**config.mk**
```make
export PLATFORM = sky130hd
export DESIGN_NAME = servo_motion_ctrl
export DESIGN_NICKNAME = d
export VERILOG_FILES = /design/src/rtl/servo_ctrl_pkg.sv /design/src/rtl/servo_slew_step.sv /design/src/rtl/servo_motion_ctrl.sv
export SDC_FILE = /design/constraint.sdc
export NUM_CORES = 1
export LEC_CHECK = 0
export CAP_MARGIN = 20
export CELL_PAD_IN_SITES_DETAIL_PLACEMENT = 2
export CELL_PAD_IN_SITES_GLOBAL_PLACEMENT = 2
export CORE_ASPECT_RATIO = 1.4
export CORE_MARGIN = 2
export CORE_UTILIZATION = 36
export CTS_CLUSTER_SIZE = 14
export DETAILED_ROUTE_END_ITERATION = 8
export GPL_TIMING_DRIVEN = 0
export PLACE_DENSITY = 0.87
export SYNTH_ARGS = -nofsm -noshare
export SYNTH_HDL_FRONTEND = slang
export SYNTH_SLANG_ARGS = --single-unit
```
**constraint.sdc**
```tcl
create_clock -name clk -period 6.9 [get_ports clk]
set_input_delay 1.38 -clock clk [delete_from_list [all_inputs] [get_ports clk]]
set_output_delay 1.38 -clock clk [all_outputs]
set_load 0.005 [all_outputs]
```
**src/rtl/servo_ctrl_pkg.sv**
```systemverilog
// Shared types and constants for the servo motion sequencer.
// State encoding and angle width used by the FSM and slew steps.
package servo_ctrl_pkg;
  localparam int NUM_CH = 4;
  localparam int ANGLE_W = 8;
  localparam int HOME_DEF = 128;

  typedef logic [ANGLE_W-1:0] angle_t;

  typedef enum logic [1:0] {
    IDLE,
    MOVE,
    SETTLE
  } state_t;
endpackage

```
**src/rtl/servo_slew_step.sv**
```systemverilog
// One channel's bounded step toward its target.
// Purely combinational; saturates at the target, never wraps.
module servo_slew_step
  import servo_ctrl_pkg::*;
(
  input  angle_t angle,
  input  angle_t target,
  input  angle_t step_max,
  output angle_t next_angle,
  output logic   at_target
);
  logic signed [ANGLE_W:0] diff;
  logic [ANGLE_W:0] mag;

  assign diff = $signed({1'b0, target}) - $signed({1'b0, angle});
  assign mag  = diff[ANGLE_W] ? (ANGLE_W+1)'(-diff)
                              : (ANGLE_W+1)'(diff);

  // A full step cannot overshoot: |diff| > step keeps us inside 0..255.
  always_comb begin
    next_angle = target;
    if (mag > {1'b0, step_max}) begin
      if (diff[ANGLE_W]) next_angle = angle - step_max;
      else               next_angle = angle + step_max;
    end
  end

  assign at_target = (next_angle == target);
endmodule

```
**src/rtl/servo_motion_ctrl.sv**
```systemverilog
// Frame-paced motion sequencer feeding the 4-channel servo PWM driver.
// Slews each angle by at most STEP_MAX per frame, settles, then pulses done.
module servo_motion_ctrl
  import servo_ctrl_pkg::*;
#(
  parameter int CLK_FREQ      = 100_000_000,
  parameter int FRAME_HZ      = 50,
  parameter int STEP_MAX      = 4,
  parameter int SETTLE_FRAMES = 10,
  parameter int HOME_ANGLE    = HOME_DEF
) (
  input  logic        clk,
  input  logic        rst_n,
  input  logic        cmd_valid,
  output logic        cmd_ready,
  input  logic [31:0] cmd_angles,
  input  logic        estop,
  output logic [7:0]  angle_0,
  output logic [7:0]  angle_1,
  output logic [7:0]  angle_2,
  output logic [7:0]  angle_3,
  output logic        frame_tick,
  output logic        busy,
  output logic        done
);
  localparam int FC = CLK_FREQ / FRAME_HZ;
  localparam int CW = (FC > 1) ? $clog2(FC) : 1;
  localparam logic [CW-1:0] FC_LAST = CW'(FC - 1);
  localparam angle_t HOME = angle_t'(HOME_ANGLE);
  localparam angle_t STEP = angle_t'(STEP_MAX);
  localparam logic [15:0] SF = 16'(SETTLE_FRAMES);

  state_t state;
  logic [CW-1:0] fcnt;
  logic [15:0] scnt;
  angle_t ang [NUM_CH];
  angle_t tgt [NUM_CH];
  angle_t tgt_eff [NUM_CH];
  angle_t nxt [NUM_CH];
  logic [NUM_CH-1:0] at;

  // estop steers the slew toward home in the same cycle it is seen.
  for (genvar i = 0; i < NUM_CH; i++) begin : g_ch
    assign tgt_eff[i] = estop ? HOME : tgt[i];
    servo_slew_step u_step (
      .angle      (ang[i]),
      .target     (tgt_eff[i]),
      .step_max   (STEP),
      .next_angle (nxt[i]),
      .at_target  (at[i])
    );
  end

  assign frame_tick = (fcnt == FC_LAST);
  assign cmd_ready  = (state == IDLE) && !estop;
  assign busy       = (state != IDLE);
  assign angle_0    = ang[0];
  assign angle_1    = ang[1];
  assign angle_2    = ang[2];
  assign angle_3    = ang[3];

  always_ff @(posedge clk) begin
    if (!rst_n) begin
      state <= IDLE;
      fcnt  <= '0;
      scnt  <= '0;
      done  <= 1'b0;
      for (int i = 0; i < NUM_CH; i++) begin
        ang[i] <= HOME;
        tgt[i] <= HOME;
      end
    end else begin
      fcnt <= frame_tick ? '0 : fcnt + CW'(1);
      done <= 1'b0;
      if (estop) begin
        state <= MOVE;
        scnt  <= '0;
        for (int i = 0; i < NUM_CH; i++) begin
          tgt[i] <= HOME;
          if (frame_tick) ang[i] <= nxt[i];
        end
      end else begin
        unique case (state)
          IDLE: begin
            if (cmd_valid) begin
              state <= MOVE;
              for (int i = 0; i < NUM_CH; i++)
                tgt[i] <= cmd_angles[i*ANGLE_W +: ANGLE_W];
            end
          end
          MOVE: begin
            if (frame_tick) begin
              for (int i = 0; i < NUM_CH; i++)
                ang[i] <= nxt[i];
              if (&at) begin
                scnt <= '0;
                if (SF == 16'd0) begin
                  state <= IDLE;
                  done  <= 1'b1;
                end else begin
                  state <= SETTLE;
                end
              end
            end
          end
          SETTLE: begin
            if (frame_tick) begin
              scnt <= scnt + 16'd1;
              if (scnt + 16'd1 == SF) begin
                state <= IDLE;
                done  <= 1'b1;
              end
            end
          end
          default: state <= IDLE;
        endcase
      end
    end
  end
endmodule

```
==> flow_summary.yaml <==
logic_synthesis:
  seq_area_frac_synth_pct: 30.6
  synth_area_sq_um: 8640
  synth.top_cell.area_share_pct: 19.5
  ys_types: 82
  yosysTopAreaCell: "edfxtp_1"
  yosys-top-cells-count: "100 x nor2_1, 92 x nand2_1, 63 x xnor2_1, 56 x edfxtp_1, 49 x inv_1"
  ys_seq_elements: 104
  yosysMostFrequentCell: "nor2_1"
  synthCells: 1035
  synth_area_leaders: "edfxtp_1 19%, dfxtp_1 11%, ha_1 6.8%"
  syn_avg_cell_area_sq_um: 8.35
  synth_nets: 1122
  synthArstFlopShare_pct: 0
  synth_edf_count: 56
  synth_warnings: 0
  ys.flop_type: "edfxtp_1"
timing:
  timing.fmax_mhz: 152
  grt_setup_unrepaired: "false"
  setup_slack_ns: 0.316
  setup_viol: 0
  drv_slew: 0
  max_slew_margin_pct: 36.7
  worst_pin_slew_ns: 0.950
  hold_viol: 0
  fin_crit_sh_pct: 95.4
  skew_ns: 0.0111
  finalCriticalPeriod_ns: 6.58
floorplan:
  fp.coreArea_sq_um: 23700
  ioPinCount: 72
  fp-row-count: 67
  dieArea_sq_um: 25300
  start_util_pct: 36.4
  die_w_microns: 135
  chipHeight_microns: 187
routing:
  drt_iter0_markers: 350
  avgViaCountPerCell: 5.73
  dr.pass1.iters: 4
  drc: 0
  wl_per_cell_microns: 21.9
  finalWirelength_mm: 31.4
  ant_nets: 0
  vias: 8231
cells_and_area:
  seqCellArea_sq_um: 2640
  final_util_pct: 43.0
  final_nets: 1208
  diodes: 0
  final_cells: 1436
  drive_gt1_share_pct: 7.19
  syn2layout_area_growth_pct: 18.0
  n_fill_cell: 2658
  multiInputGateArea_sq_um: 5690
clocking:
  cts_max_path_buffers: 2
  clkTransAtPathRegs_ns: 0.08
  cts_tree: "built"
  cts_inserted_buffers: 9
  cts-htree-levels: 3
  cts_sinks: 104
  ctsRootBufferMaster: "clkbuf_16"
  cts_hold_buf: 0
  worstSkewPairLatency_ns: 0.37
power_and_ir_drop:
  p_clk_share_pct: 32.2
  vdd_drop_max_mv: 0.106
  power.density_nw_per_um2: 178
  switching_share_pct: 33.7
  seqPwrFrac_pct: 38.1
  switching_power_uw: 613
  intPower_uw: 1210
  combPwrFrac_pct: 29.8
  leakage_uw: 0.00388
critical_path:
  cp.arrival_ns: 6.86
  path_buf_inv: 8
  path_class: "input port to register"
  crit_top_cell: "xnor2_1"
  crit_cells: 26
  cp_slowest_cell: "ha_2"
  cpLargestDelayFamily: "compound AO/OA/AOI/OAI gates"
  setup.worst_path.start_class: "input port"
  critPathCaptureType: "register"
  cpPeakStageDelay_ns: 0.40
  rr_worst_depth: 18
  critPathMaxFanout: 19
  cp.required_ns: 7.18
global_route:
  grt_pass1_wl_mm: 49.6
  grt_usage_pct: 25.0
  antenna_found_initial: 0
  overflow: 0
  grt_max_degree: 20
  grt_pass1_vias: 9127
job:
  cap_violations: 0
run_status:
  status: "finished clean"
place:
  portBuffers: 71
  routabilityCongestion: 0.833
  hpwl_mm: 24.4
  dp.cells: 1416
  pre_cts_slack_ns: -2.10
min_path:
  hold_path_class: "register to register"
  holdPathStages: 2
[metal layers]
| metal | part of all wire (%) | track usage [%] |
|---|---|---|
| met1 | 38 | 27.1 |
| met5 | 0 | 0 |
| met4 | 3.1 | 8.89 |
| met2 | 56 | 49.0 |
| met3 | 2.7 | 2.52 |
[timing repair]
action                                 CTS  global route
setup buffers                            6             0
setup endpoints to repair               40            18
gates resized for setup                 13             9
endpoints found under the hold margin    0             0
pin swaps                                3             2
[sequential cells by signal, indices dropped and copies added (netlist names)]
register and flops:
done 1, state 2, fcnt 21, scnt 16, ang 32, tgt 32
[worst paths after layout]
check | start | to | slack (ns)
setup / recovery | estop | scnt[1]$_SDFFE_PP0P_ | 0.32
hold reg to reg | tgt[2][6]$_SDFFE_PP0P_ | tgt[2][6]$_SDFFE_PP0P_ | 0.48
hold / removal | tgt[2][6]$_SDFFE_PP0P_ | tgt[2][6]$_SDFFE_PP0P_ | 0.48
setup reg to reg | ang[0][1]$_DFFE_PP_ | scnt[9]$_SDFFE_PP0P_ | 1.66
[layout make-up]
cell class | instances | area share [%]
Multi-Input combinational cell | 838 | 55.8
Sequential cell | 104 | 25.9
Timing Repair Buffer | 77 | 7.55
Tap cell | 310 | 3.80
Clock buffer | 10 | 2.45
Inverter | 54 | 1.99
Buffer | 37 | 1.74
Clock inverter | 6 | 0.773
[power by group through the flow]
stage	sequential, uW	combinational (uW)	clock (uW)
finish	692	541	585
CTS	691	536	585
detailed placement	706	524	0
global placement	703	496	0
global route	694	594	616
floorplan	698	364	0
[cell families (layout without fill, tap and decap cells)]
| group | Yosys count | in the layout | synth area share (%) |
|---|---|---|---|
| AOI/OAI and AO/OA | 221 | 221 | 17.9 |
| xor gates and xnor gates | 104 | 104 | 10.5 |
| DFF | 104 | 104 | 30.6 |
| muxes | 18 | 18 | 2.10 |
| and+or+nand+nor | 443 | 443 | 26.6 |
| buffers and inverters | 93 | 184 | 4.40 |
| adders and majority gates | 52 | 52 | 7.85 |
[metrics by stage]
stage          instance area, sq um  setup TNS, ns  hold WS [ns]  power [uW]
6_report                      10200              0         0.485        1820
5_1_grt                       10200              0         0.495        1900
4_1_cts                       10200              0         0.478        1810
3_5_place_dp                   9740         -51.79         0.466        1230
3_3_place_gp                   9740         -45.45         0.439        1200
2_1_floorplan                  8640              0         0.432        1060
[worst register-to-register path: cells and delay by family, from the launching register on]
family,cells,cell delay (ns)
flip-flops,1,0.54
AND/OR/NAND/NOR,7,2.44
adder cells (fa/ha/maj),2,0.77
AO/OA/AOI/OAI,6,0.96
buffers and inverters,3,0.42
[placed cells by master, fill, tap and decap left out, types with 5 or more instances in the layout]
master           instances
a211oi_1                15
a21o_1                  14
a21oi_1                 44
a31oi_1                  9
and2_1                   9
and3_1                  33
buf_2                    6
buf_4                    7
clkbuf_1                23
clkbuf_16               10
clkdlybuf4s50_1         70
dfxtp_1                 48
edfxtp_1                56
ha_1                    45
inv_1                   49
inv_2                    5
mux2i_1                 17
nand2_1                 92
nand2b_1                15
nand3_1                 45
nand3b_1                 6
nand4_1                 15
nor2_1                 100
nor2b_1                 33
nor3_1                  21
nor3b_1                  6
nor4_1                   5
nor4b_1                  5
o2111ai_1                5
o211ai_1                11
o21a_1                  10
o21ai_0                 33
o21ai_1                  9
o21bai_1                 7
or2_2                   12
or3_1                   24
or4_1                    5
xnor2_1                 61
xor2_1                  41
Note: power is estimated with default switching activity, not from simulation.
